File: src/rtl/alu_seq16_if.sv
// Shared types for the 16-bit ALU sequencer and the req/gnt bus between the
// sequencer (master) and the shared 8-bit ALU (slave).
package alu_seq16_pkg;
  localparam int unsigned DW = 8;
  localparam int unsigned AW = 16;
  localparam int unsigned FW = 4;

  typedef enum logic [3:0] {
    alu_NOP  = 4'd0,
    alu_ADD  = 4'd1,
    alu_ADC  = 4'd2,
    alu_SUB  = 4'd3,
    alu_SBC  = 4'd4,
    alu_INCL = 4'd5,
    alu_DECL = 4'd6
  } alu_op_t;

  localparam logic [1:0] CMD_ADD16  = 2'b00;
  localparam logic [1:0] CMD_ADDSPE = 2'b01;
  localparam logic [1:0] CMD_INC16  = 2'b10;
  localparam logic [1:0] CMD_RSVD   = 2'b11;

  typedef struct packed {
    alu_op_t       op;
    logic [DW-1:0] a;
    logic [DW-1:0] b;
    logic [FW-1:0] flags;
  } alu_drive_t;
endpackage

interface alu_seq16_if;
  logic                                alu_req;
  logic                                alu_gnt;
  alu_seq16_pkg::alu_op_t              alu_op;
  logic [alu_seq16_pkg::DW-1:0]        alu_a;
  logic [alu_seq16_pkg::DW-1:0]        alu_b;
  logic [alu_seq16_pkg::FW-1:0]        alu_flags;
  logic [alu_seq16_pkg::DW-1:0]        alu_res;
  logic [alu_seq16_pkg::FW-1:0]        alu_nflags;
  logic [alu_seq16_pkg::AW-1:0]        alu_addr;

  modport master (
    output alu_req, alu_op, alu_a, alu_b, alu_flags,
    input  alu_gnt, alu_res, alu_nflags, alu_addr
  );

  modport slave (
    input  alu_req, alu_op, alu_a, alu_b, alu_flags,
    output alu_gnt, alu_res, alu_nflags, alu_addr
  );
endinterface

File: src/rtl/alu_seq16.sv
// Sequencer that borrows the shared 8-bit ALU to run 16-bit ADD HL,rr,
// SP+e8 and 16-bit INC as low/high byte passes, assembling result and flags.
module alu_seq16
  import alu_seq16_pkg::*;
(
  input  logic          clk,
  input  logic          rst_b,
  input  logic          start,
  input  logic [1:0]    cmd,
  input  logic [AW-1:0] opnd_x,
  input  logic [AW-1:0] opnd_y,
  input  logic [FW-1:0] flags_in,
  output logic          busy,
  output logic          done,
  output logic          err,
  output logic [AW-1:0] result,
  output logic [FW-1:0] flags_out,
  alu_seq16_if.master   alu
);

  typedef enum logic [2:0] {
    S_IDLE = 3'd0,
    S_LO   = 3'd1,
    S_HI   = 3'd2,
    S_INC  = 3'd3,
    S_DONE = 3'd4
  } state_t;

  state_t        state_q, state_d;
  logic [1:0]    cmd_q, cmd_d;
  logic [AW-1:0] x_q, x_d;
  logic [AW-1:0] y_q, y_d;
  logic [FW-1:0] fl_q, fl_d;
  logic [DW-1:0] lo_res_q, lo_res_d;
  logic          lo_h_q, lo_h_d;
  logic          lo_c_q, lo_c_d;
  logic          busy_q, busy_d;
  logic          done_q, done_d;
  logic          err_q, err_d;
  logic [AW-1:0] result_q, result_d;
  logic [FW-1:0] flags_q, flags_d;
  logic          req_q, req_d;
  alu_drive_t    drv_q, drv_d;
  logic          step;
  logic          unused_nflags;

  assign step          = req_q & alu.alu_gnt;
  assign unused_nflags = ^alu.alu_nflags[FW-1:2];

  // Next state, captures, and the ALU drive for the state being entered.
  always_comb begin
    state_d  = state_q;
    cmd_d    = cmd_q;
    x_d      = x_q;
    y_d      = y_q;
    fl_d     = fl_q;
    lo_res_d = lo_res_q;
    lo_h_d   = lo_h_q;
    lo_c_d   = lo_c_q;
    busy_d   = busy_q;
    done_d   = 1'b0;
    err_d    = err_q;
    result_d = result_q;
    flags_d  = flags_q;
    req_d    = 1'b0;
    drv_d    = '0;
    drv_d.op = alu_NOP;

    case (state_q)
      S_IDLE: begin
        if (start) begin
          cmd_d  = cmd;
          x_d    = opnd_x;
          y_d    = opnd_y;
          fl_d   = flags_in;
          busy_d = 1'b1;
          err_d  = 1'b0;
          case (cmd)
            CMD_ADD16, CMD_ADDSPE: state_d = S_LO;
            CMD_INC16:             state_d = S_INC;
            default: begin
              state_d  = S_DONE;
              done_d   = 1'b1;
              err_d    = 1'b1;
              result_d = opnd_x;
              flags_d  = flags_in;
            end
          endcase
        end
      end
      S_LO: begin
        if (step) begin
          lo_res_d = alu.alu_res;
          lo_h_d   = alu.alu_nflags[1];
          lo_c_d   = alu.alu_nflags[0];
          state_d  = S_HI;
        end
      end
      S_HI: begin
        if (step) begin
          result_d = {alu.alu_res, lo_res_q};
          // SP+e8 reports the byte-level carries; ADD16 keeps Z and uses bits 11/15
          if (cmd_q == CMD_ADDSPE) flags_d = {2'b00, lo_h_q, lo_c_q};
          else                     flags_d = {fl_q[3], 1'b0, alu.alu_nflags[1:0]};
          done_d   = 1'b1;
          state_d  = S_DONE;
        end
      end
      S_INC: begin
        if (step) begin
          result_d = alu.alu_addr;
          flags_d  = fl_q;
          done_d   = 1'b1;
          state_d  = S_DONE;
        end
      end
      S_DONE: begin
        busy_d  = 1'b0;
        state_d = S_IDLE;
      end
      default: state_d = S_IDLE;
    endcase

    case (state_d)
      S_LO: begin
        req_d    = 1'b1;
        drv_d.op = alu_ADD;
        drv_d.a  = x_d[DW-1:0];
        drv_d.b  = y_d[DW-1:0];
      end
      S_HI: begin
        req_d       = 1'b1;
        drv_d.op    = alu_ADC;
        drv_d.a     = x_d[AW-1:DW];
        drv_d.b     = (cmd_d == CMD_ADDSPE) ? {DW{y_d[DW-1]}} : y_d[AW-1:DW];
        drv_d.flags = {3'b000, lo_c_d};
      end
      S_INC: begin
        req_d    = 1'b1;
        drv_d.op = alu_INCL;
        drv_d.a  = x_d[AW-1:DW];
        drv_d.b  = x_d[DW-1:0];
      end
      default: ;
    endcase
  end

  always_ff @(posedge clk or negedge rst_b) begin
    if (!rst_b) begin
      state_q  <= S_IDLE;
      cmd_q    <= '0;
      x_q      <= '0;
      y_q      <= '0;
      fl_q     <= '0;
      lo_res_q <= '0;
      lo_h_q   <= 1'b0;
      lo_c_q   <= 1'b0;
      busy_q   <= 1'b0;
      done_q   <= 1'b0;
      err_q    <= 1'b0;
      result_q <= '0;
      flags_q  <= '0;
      req_q    <= 1'b0;
      drv_q    <= '0;
    end else begin
      state_q  <= state_d;
      cmd_q    <= cmd_d;
      x_q      <= x_d;
      y_q      <= y_d;
      fl_q     <= fl_d;
      lo_res_q <= lo_res_d;
      lo_h_q   <= lo_h_d;
      lo_c_q   <= lo_c_d;
      busy_q   <= busy_d;
      done_q   <= done_d;
      err_q    <= err_d;
      result_q <= result_d;
      flags_q  <= flags_d;
      req_q    <= req_d;
      drv_q    <= drv_d;
    end
  end

  assign busy          = busy_q;
  assign done          = done_q;
  assign err           = err_q;
  assign result        = result_q;
  assign flags_out     = flags_q;
  assign alu.alu_req   = req_q;
  assign alu.alu_op    = drv_q.op;
  assign alu.alu_a     = drv_q.a;
  assign alu.alu_b     = drv_q.b;
  assign alu.alu_flags = drv_q.flags;

endmodule

File: src/flat_wrapper.sv
// flat-port wrapper written by rule: the top's interface ports become plain ports
module alu_seq16_flat import alu_seq16_pkg::*;
  (clk, rst_b, start, cmd, opnd_x, opnd_y, flags_in, busy, done, err, result, flags_out, alu_alu_req, alu_alu_op, alu_alu_a, alu_alu_b, alu_alu_flags, alu_alu_gnt, alu_alu_res, alu_alu_nflags, alu_alu_addr);
  alu_seq16_if alu_i ();
  input  logic clk;
  input  logic rst_b;
  input  logic start;
  input  logic [1:0] cmd;
  input  logic [AW-1:0] opnd_x;
  input  logic [AW-1:0] opnd_y;
  input  logic [FW-1:0] flags_in;
  output logic busy;
  output logic done;
  output logic err;
  output logic [AW-1:0] result;
  output logic [FW-1:0] flags_out;
  output wire logic [$bits(alu_i.alu_req)-1:0] alu_alu_req;
  output wire logic [$bits(alu_i.alu_op)-1:0] alu_alu_op;
  output wire logic [$bits(alu_i.alu_a)-1:0] alu_alu_a;
  output wire logic [$bits(alu_i.alu_b)-1:0] alu_alu_b;
  output wire logic [$bits(alu_i.alu_flags)-1:0] alu_alu_flags;
  input wire logic [$bits(alu_i.alu_gnt)-1:0] alu_alu_gnt;
  input wire logic [$bits(alu_i.alu_res)-1:0] alu_alu_res;
  input wire logic [$bits(alu_i.alu_nflags)-1:0] alu_alu_nflags;
  input wire logic [$bits(alu_i.alu_addr)-1:0] alu_alu_addr;
  assign alu_alu_req = alu_i.alu_req;
  assign alu_alu_op = alu_i.alu_op;
  assign alu_alu_a = alu_i.alu_a;
  assign alu_alu_b = alu_i.alu_b;
  assign alu_alu_flags = alu_i.alu_flags;
  assign alu_i.alu_gnt = alu_alu_gnt;
  assign alu_i.alu_res = alu_alu_res;
  assign alu_i.alu_nflags = alu_alu_nflags;
  assign alu_i.alu_addr = alu_alu_addr;
  alu_seq16 u_core (.clk(clk), .rst_b(rst_b), .start(start), .cmd(cmd), .opnd_x(opnd_x), .opnd_y(opnd_y), .flags_in(flags_in), .busy(busy), .done(done), .err(err), .result(result), .flags_out(flags_out), .alu(alu_i));
endmodule
File: config.mk
export PLATFORM = sky130hd
export DESIGN_NAME = alu_seq16_flat
export DESIGN_NICKNAME = d
export VERILOG_FILES = /design/src/rtl/alu_seq16_if.sv /design/src/rtl/alu_seq16.sv /design/src/flat_wrapper.sv
export SDC_FILE = /design/constraint.sdc
export NUM_CORES = 1
export LEC_CHECK = 0
export BUFFER_PORTS_ARGS = -buffer_cell sky130_fd_sc_hd__buf_2
export CAP_MARGIN = 20
export CORE_ASPECT_RATIO = 0.6
export CORE_MARGIN = 2
export CORE_UTILIZATION = 40
export DETAILED_ROUTE_END_ITERATION = 8
export PLACE_DENSITY_LB_ADDON = 0.12
export SLEW_MARGIN = 20
export SYNTH_ARGS = -nofsm -noshare
export SYNTH_HDL_FRONTEND = slang
export SYNTH_SLANG_ARGS = --single-unit
export TNS_END_PERCENT = 100
File: constraint.sdc
create_clock -name clk -period 1.77 [get_ports clk]
set_input_delay 0.0885 -clock clk [delete_from_list [all_inputs] [get_ports clk]]
set_output_delay 0.0885 -clock clk [all_outputs]
set_load 0.02 [all_outputs]
# == Word-level counts from Yosys, hierarchy flattened ==
# Cells that the tools add are included.
# word_totals
word_cells,80
ram_bits,0
mem_bits_ro,0
reg_bits,95
n_memories,0
input_bits,70
latch_bits,0
# classes
n_eq_ne,15
n_mul,0
n_lt_le_gt_ge,0
n_bitwise,1
shift,0
addsub,0
reduce_logical,12
n_div,0
mux,34
# op_table
op,count
$mux 16,8
$pmux 19 s3,1
$pmux 16 s3,1
$mux 4,5
$eq 3x2->1 const B,4
$pmux 4 s3,1
$mux 3,3
$pmux 3 s3,1
$mux 1,8
$mux 8,1
$eq 2x1->1 const B,3
$eq 3x1->1 const B,2
$pmux 3 s2,1
$reduce_and 2->1,3
$reduce_or 3->1,2
$reduce_and 5->1,1
$mux 2,2
$ne 2x1->1 const B,2
$ne 2x2->1 const B,2
$pmux 1 s2,2
$reduce_or 2->1,2
$eq 3x3->1 const B,1
$logic_not 3->1,1
$reduce_bool 3->1,1
other kinds (4),4

# == Longest topological paths before layout ==
# Gate-level depths: netlist (run 1).
# logic_depth
depth_word,8
ltp_mapped,9
mapped_depth_nobuf,7

# == Worst setup path after synthesis (run 1) ==
# No wires, ideal clock.
# synth_path
path_kind,reg2reg
start,register u_core.state_q[2]
end,"register u_core.drv_q, in the netlist u_core.alu.alu_b[2]"
arrival_ns,1.735
stages_incl_launch_ff,9
synth_period_minus_slack_ns,1.865
n_path_buf,3
path_slack_ns,-0.095
setup_time_ns,0.129
path_cell_list,dfrtp_1 buf_2 or4b_1 buf_2 buf_6 nor3_1 o21ai_0 o211ai_1 o31ai_1
# synth_lines
item,line,text
start: declaration,alu_seq16.sv:29,"state_t state_q, state_d;"
start signal: assignment,alu_seq16.sv:166,state_q <= state_d;
end signal: assignment,alu_seq16.sv:180,drv_q <= drv_d;
end: declaration,alu_seq16.sv:43,"alu_drive_t drv_q, drv_d;"

==> out/metrics.csv, run 1 <==
stage,metric,value,unit
outcome,status,"complete, but fails checks",
outcome,failing checks,setup timing,
yosys,Post-Syn Area per Cell,9.25,µm²
worst_setup_path,crit path cell chain,or4b_4 > buf_12 > nand2_1 > nand2_2 > o211ai_1 > o31ai_2,
power,power density over cell area,1780,nW/µm²
worst_setup_path,Reg2Reg Depth,6,
routing,post-route ant nets,0,
flow_run,MaxCap Viol Count,0,
yosys,main combinational cell family by area after synthesis,simple AND/OR/NAND/NOR gates,
worst_hold_path,Hold Path Depth,2,
yosys,#FFs+latches synth,95,
power,Static Leak,3.10,nW
place,placed insts,731,
sta,Max Transition Viols Final,0,
sta,Clock Skews,0.00836,ns
clock_tree,H-tree depth,3,
floorplan,row count,29,
power,VDD IR-drop max,1030,µV
sta,worst setup margin,-0.0906,ns
routing,routed vias,3979,
worst_setup_path,WS Path Type,reg -> reg,
worst_setup_path,reg-to-reg critical path endpoint,u_core.alu.alu_b[2],
sta,Setup-failing EPs final,27,
routing,DRC viols,0,
sta,unrepaired setup endpoints after global routing,true,
worst_setup_path,worst-path fanout max,16,
worst_setup_path,Crit. End Element,flip-flop,
place,GPL Wtd Cong,0.847,
grt,first-pass GRT wire length,19600,µm
worst_setup_path,r2r setup slk,-0.09,ns
yosys,"top cells by count, synth","nand2_1 (141), dfrtp_1 (95), a21oi_1 (36)",
worst_setup_path,r2r startpoint,u_core.state_q[2],
clock_tree,"Clk Latency, worst-skew pair",0.34,ns
yosys,cell with the most instances after synthesis,nand2_1,
clock_tree,CTS root buffer,clkbuf_16,
final_layout,Synth-to-Final Area Change,40.9,%
sta,fin crit share,105,%
worst_setup_path,family with the most delay on the worst path,simple AND/OR/NAND/NOR gates,
final_layout,share of cells above drive strength 1,34.6,%
worst_setup_path,Worst Path Buf+Inv,1,
clock_tree,clock buffer depth,2,
worst_setup_path,"Slowest-stage cell, CP",or4b_4,
clock_tree,Sink Count,95,
worst_setup_path,Startpoint Class,flip-flop,
worst_hold_path,worst hold start,alu_alu_res[4],
routing,wire per inst,16.0,µm
yosys,Syn Inst Count,472,
final_layout,fin nets,713,
routing,DR pass1 iterations,4,
yosys,Yosys cell types,35,
floorplan,core box area,10600,µm²
grt,vias in the first global route,3787,
yosys,XOR/XNOR Fraction of Synth Area,0,%
worst_setup_path,CP max stage delay,0.62,ns
place,Port Buf Inserts,111,
sta,worst hold slack,0.0141,ns
power,total power,11.0,mW
routing,Vias/cell,5.06,
clock_tree,CTS tree,yes,
sta,maximum clock rate,0.537,GHz
grt,initial antenna violation count,0,
yosys,Synth Area in Compound Gates,13.4,%
place,DPL Wire Length,8770,µm
floorplan,Initial Util,41.2,%
floorplan,Die Ht,84.9,µm
worst_setup_path,WP data arrival,2.07,ns
final_layout,area of all placed cells without fillers,6150,µm²
yosys,asr flop ratio synth,100,%
routing,initial DRC count,207,
yosys,"Seq/Total Area, Yosys",54.5,%
sta,fin crit period,1.86,ns
grt,largest net degree at the start of global routing,54,
yosys,Simple-Gate Fraction of Synth Area,20.7,%
clock_tree,"Reg clk slew, reported paths",0.06,ns
worst_hold_path,HP Class,in -> reg,
floorplan,overall die area,11800,µm²
final_layout,"Cell Count, Final, Fillers Out",787,
yosys,Ys Warns,0,
yosys,number of synthesized flops with an enable pin,0,
floorplan,I/O Pins,118,
final_layout,antenna cells,0,
yosys,Synth Area in Adders,0,%
yosys,top post-synthesis cells by area,"dfrtp_1 (54%), nand2_1 (12%), a21oi_1 (4.1%)",
clock_tree,TritonCTS Buffers,9,
worst_setup_path,critical path required time,1.98,ns
yosys,main flop type after synthesis,dfrtp_1,
place,"Cell Area, Placed",5310,µm²
yosys,synthesized cell area,4370,µm²
floorplan,die width,139,µm
sta,"Hold Vio Cnt, Final",0,
yosys,post-synthesis mux area share,6.71,%
yosys,"area leader, netlist",dfrtp_1,
grt,gr usage total,21.2,%
sta,total negative setup slack,-0.679,ns
grt,gr ovfl total,0,
worst_hold_path,Min-Delay Endpoint,u_core.lo_res_q[4],
routing,final WL,12600,µm
yosys,top-area cell type share of the netlist area,54.5,%
[worst register-to-register path, cell delays in order (launching register included)]
cell	delay [ns]
dfrtp_2	0.44
or4b_4	0.62
buf_12	0.19
nand2_1	0.09
nand2_2	0.08
o211ai_1	0.22
o31ai_2	0.10
[cell type report]
class,instances,area [µm²]
Clock inverter,5,57.6
Clock buffer,11,233
Inverter,5,18.8
Sequential cell,95,2380
Fill cell,976,4440
Timing Repair Buffer,191,1360
Multi-Input combinational cell,341,1930
Tap cell,139,174
[power breakdown]
group / switching [mW] / leakage [nW] / internal (mW)
logic: 3.08 / 1.77 / 2.28
clock network: 0.829 / 0.144 / 1.10
registers: 0.508 / 1.18 / 3.15
[routing by layer]
layer	global-route usage, %	share of wire (%)
met1	31.7	50
met2	31.7	44
met3	4.91	5.9
met4	4.22	0.57
met5	0	0
[sequential cells by signal, summed over array words and instances (netlist names)]
signal,flops
u_core.alu.alu_a,8
u_core.alu.alu_b,8
u_core.alu.alu_flags,1
u_core.alu.alu_op,3
u_core.alu.alu_req,1
u_core.busy,1
u_core.cmd_q,2
u_core.done,1
u_core.err,1
u_core.fl_q,4
u_core.flags_out,4
u_core.lo_c_q,1
u_core.lo_h_q,1
u_core.lo_res_q,8
u_core.result,16
u_core.state_q,3
u_core.x_q,16
u_core.y_q,16
[worst max path at each step]
stage	start	end	slack (ns)	cells past startpoint
after detailed placement	u_core.state_q[0]	u_core.alu.alu_b[5]	-0.11	8
final	u_core.state_q[2]	u_core.alu.alu_b[2]	-0.09	6
after floorplan	u_core.state_q[2]	u_core.alu.alu_b[2]	-0.06	8
after global placement	u_core.state_q[0]	u_core.alu.alu_b[0]	-0.08	8
after CTS	u_core.state_q[2]	u_core.alu.alu_b[2]	-0.05	6
after global routing	u_core.state_q[1]	u_core.alu.alu_b[2]	-0.15	6
[logic make-up (layout without fill, tap and decap cells)]
kind of cell | after synthesis | in the layout
DFF | 95 | 95
and+or+nand+nor | 214 | 214
AOI/OAI and AO/OA | 95 | 95
muxes | 28 | 28
other | 1 | 4
buffers and inverters | 39 | 212
[stage by stage]
stage | util [%] | worst slack [ns]
finish | 58.1 | -0.0906
detailed placement | 50.1 | -0.113
floorplan | - | -0.0621
CTS | 56.2 | -0.0499
global placement | 50.1 | -0.0754
global route | 58.1 | -0.151
[what timing repair did]
item | 4_1_cts | 5_1_grt
gates cloned | 0 | 2
hold buffers | 32 | 0
pin swaps | 0 | 12
setup endpoints to repair | 34 | 43
gates resized for setup | 11 | 33
setup buffers | 1 | 5
endpoints found under the hold margin | 102 | 0
[cell usage in the layout, fill, tap and decap left out, types with 2 or more instances in the layout]
cell type / count
o21ai_1: 2
buf_4: 38
o211ai_2: 3
clkbuf_16: 10
nand2b_1: 3
nor2_1: 31
a21oi_2: 8
o21ai_0: 25
nor3_1: 17
clkbuf_1: 2
clkinv_2: 2
nand2_1: 129
o31ai_1: 4
a31o_1: 7
conb_1: 4
buf_12: 7
nand2_4: 4
nor2_2: 3
mux2_2: 10
nand3_1: 2
o2bb2ai_1: 2
nand3b_1: 2
and2_1: 2
buf_2: 110
nor2b_1: 5
nand2_2: 8
inv_1: 4
dlygate4sd3_1: 32
a31oi_1: 2
dfrtp_1: 92
mux2i_1: 18
a21oi_1: 28
dfrtp_2: 3
o31ai_2: 3
nor3_2: 5
a21o_1: 2
buf_6: 2
o211ai_1: 5
Note: power is estimated with default switching activity, not from simulation.
==> inputs of run 2 (changes only) <==
--- a/config.mk
+++ b/config.mk
@@ -9,7 +9,7 @@
 export CAP_MARGIN = 20
 export CORE_ASPECT_RATIO = 0.6
 export CORE_MARGIN = 2
-export CORE_UTILIZATION = 40
+export CORE_UTILIZATION = 47
 export DETAILED_ROUTE_END_ITERATION = 8
 export PLACE_DENSITY_LB_ADDON = 0.12
 export SLEW_MARGIN = 20
==> run 2 against run 1 <==
  * The run still ends with setup timing left
  * Fmax is 1.5% higher
  * Combinational power is 4% lower
  * Setup slack better by 0.027 ns
  * Clock power is 4% higher
  * Flip-flop and latch count stayed put
  * Clock skew hardly changed
  * Non-clock buffer count is 4 lower
  * Die area is 14% lower
  * First-iteration DRC count is 45% higher
  * Register-to-register slack better by 0.03 ns
  * Design area is 0.79% lower
  * Core utilization is 9.1 points higher
  * Largest cell class unchanged
  * Largest power group unchanged
==> out/metrics.csv, run 2 (same netlist as run 1, synthesis figures left out) <==
stage,metric,value,unit
outcome,status,"complete, but fails checks",
outcome,failing checks,setup timing,
sta,total negative setup slack,-0.993,ns
worst_hold_path,Hold Path Depth,3,
floorplan,die width,128,µm
worst_setup_path,crit path cell chain,or4b_4 > buf_4 > nor2_4 > a21oi_4 > buf_6 > a21oi_1 > a21oi_1,
final_layout,share of cells above drive strength 1,32.0,%
routing,post-route ant nets,0,
clock_tree,"Reg clk slew, reported paths",0.06,ns
place,GPL Wtd Cong,0.845,
power,total power,10.8,mW
sta,fin crit period,1.83,ns
routing,DR pass1 iterations,5,
routing,DRC viols,0,
worst_setup_path,WP data arrival,2.06,ns
sta,Setup-failing EPs final,25,
worst_setup_path,Worst path most repeated cell,a21oi_1,
grt,initial antenna violation count,0,
routing,routed vias,3977,
clock_tree,CTS tree,yes,
routing,initial DRC count,300,
final_layout,sequential cell area,2380,µm²
final_layout,area of all placed cells without fillers,6100,µm²
worst_setup_path,worst-path fanout max,7,
sta,Clock Skews,0.00839,ns
sta,maximum clock rate,0.545,GHz
sta,"Hold Vio Cnt, Final",0,
worst_setup_path,critical path required time,2.00,ns
routing,wire per inst,16.4,µm
place,DPL Wire Length,8130,µm
sta,unrepaired setup endpoints after global routing,true,
worst_setup_path,Startpoint Class,flip-flop,
grt,largest net degree at the start of global routing,39,
place,Place WS,-0.0999,ns
place,"Cell Area, Placed",5200,µm²
worst_hold_path,HP Class,in -> reg,
grt,first-pass GRT wire length,19000,µm
sta,max_slew headroom,65.4,%
clock_tree,H-tree depth,3,
clock_tree,CTS root buffer,clkbuf_16,
routing,Vias/cell,5.23,
final_layout,multi-input logic area,1880,µm²
grt,gr ovfl total,0,
worst_setup_path,Worst Path Buf+Inv,2,
final_layout,Synth-to-Final Area Change,39.8,%
worst_setup_path,Crit. End Element,flip-flop,
floorplan,overall die area,10100,µm²
floorplan,Die Ht,78.7,µm
worst_setup_path,CP max stage delay,0.58,ns
clock_tree,Sink Count,95,
sta,Slew @ Worst Pin,0.518,ns
final_layout,# fillers,736,
power,VDD IR-drop max,795,µV
worst_setup_path,cell depth of the worst setup path,7,
power,power density over cell area,1770,nW/µm²
floorplan,core box area,9090,µm²
worst_setup_path,r2r setup slk,-0.06,ns
final_layout,fin nets,709,
floorplan,row count,27,
grt,vias in the first global route,3747,
final_layout,"commonest cells after routing, fill and taps aside","nand2_1 (133), buf_2 (110), dfrtp_1 (92)",
worst_setup_path,WS Path Type,reg -> reg,
worst_setup_path,family with the most delay on the worst path,simple AND/OR/NAND/NOR gates,
floorplan,I/O Pins,118,
worst_setup_path,"Slowest-stage cell, CP",or4b_4,
final_layout,"commonest non-fill, non-tap cell in the layout",nand2_1,
place,Port Buf Inserts,111,
sta,worst setup margin,-0.0635,ns
final_layout,antenna cells,0,
sta,Max Transition Viols Final,0,
flow_run,MaxCap Viol Count,0,
clock_tree,"Clk Latency, worst-skew pair",0.35,ns
clock_tree,clock buffer depth,2,
worst_setup_path,Reg2Reg Depth,7,
grt,gr usage total,24.6,%
floorplan,Initial Util,48.0,%
routing,final WL,12400,µm
clock_tree,TritonCTS Buffers,9,
sta,fin crit share,104,%
power,Static Leak,3.08,nW
[run 2: changes by cell type in the layout (fill, tap and decap cells not counted), moves of 3 or more]
cell           change
o31ai_1            +3
nand2_1            +4
dlygate4sd3_1      +4
a21oi_1            +4
clkinvlp_4         +3
a21oi_2            -5
nand2_4            -4
o21ai_1            +6
buf_4              -9
nor2_2             -3
o21ai_0            -6
o31ai_2            -3
[run 2: layer usage]
metal  GRT usage, %  share of wire (%)
met1           36.5                 48
met2           35.3                 45
met3           6.20                6.2
met4           7.47                1.2
met5              0                  0
[run 2: worst paths after layout]
check / endpoint / startpoint
worst max-delay path: u_core.flags_out[1] / u_core.state_q[2]
max in group asynchronous: u_core.state_q[2] / rst_b
min in group asynchronous: u_core.alu.alu_b[1] / rst_b
worst min-delay path: u_core.x_q[11] / opnd_x[11]
worst max register to register: u_core.flags_out[1] / u_core.state_q[2]
worst min register to register: u_core.x_q[9] / u_core.x_q[9]
[run 2: through the flow]
step	hold slack [ns]	util, %	std cells
4_1_cts	0.00328	65.4	754
6_report	0.0130	67.2	760
3_3_place_gp	0.0873	57.3	700
2_1_floorplan	-0.207	-	475
3_5_place_dp	0.0965	57.3	700
5_1_grt	0.0201	67.2	760
[run 2: area by class of cell]
type                    instances  area share [%]
clock buffers                  10            3.92
repair buffers                187            22.4
inverters                       5           0.308
clock inverters                 6            1.15
well taps                     116            2.38
flip-flops and latches         95            39.0
multi-input cells             341            30.9
[run 2: worst register-to-register path: cells and delay by family, from the launching register on]
family / cells / cell delay (ns)
buffers and inverters: 2 / 0.32
AND/OR/NAND/NOR: 2 / 0.69
AO/OA/AOI/OAI: 3 / 0.28
flip-flops: 1 / 0.43
[run 2: what timing repair did]
action                                 in CTS  in global routing
setup endpoints to repair                  36                 35
setup buffers                               1                  2
resized for setup                          14                 21
endpoints found under the hold margin      70                  0
gates cloned                                1                  4
pin swaps                                   1                  2
hold buffers                               36                  0
[run 2: where the power goes]
part / total [mW] / switching (mW) / leakage [nW] / internal [mW]
logic: 5.18 / 3.04 / 1.75 / 2.14
registers: 3.60 / 0.456 / 1.18 / 3.15
clock network: 2.00 / 0.857 / 0.141 / 1.14
total: 10.8 / 4.35 / 3.08 / 6.43
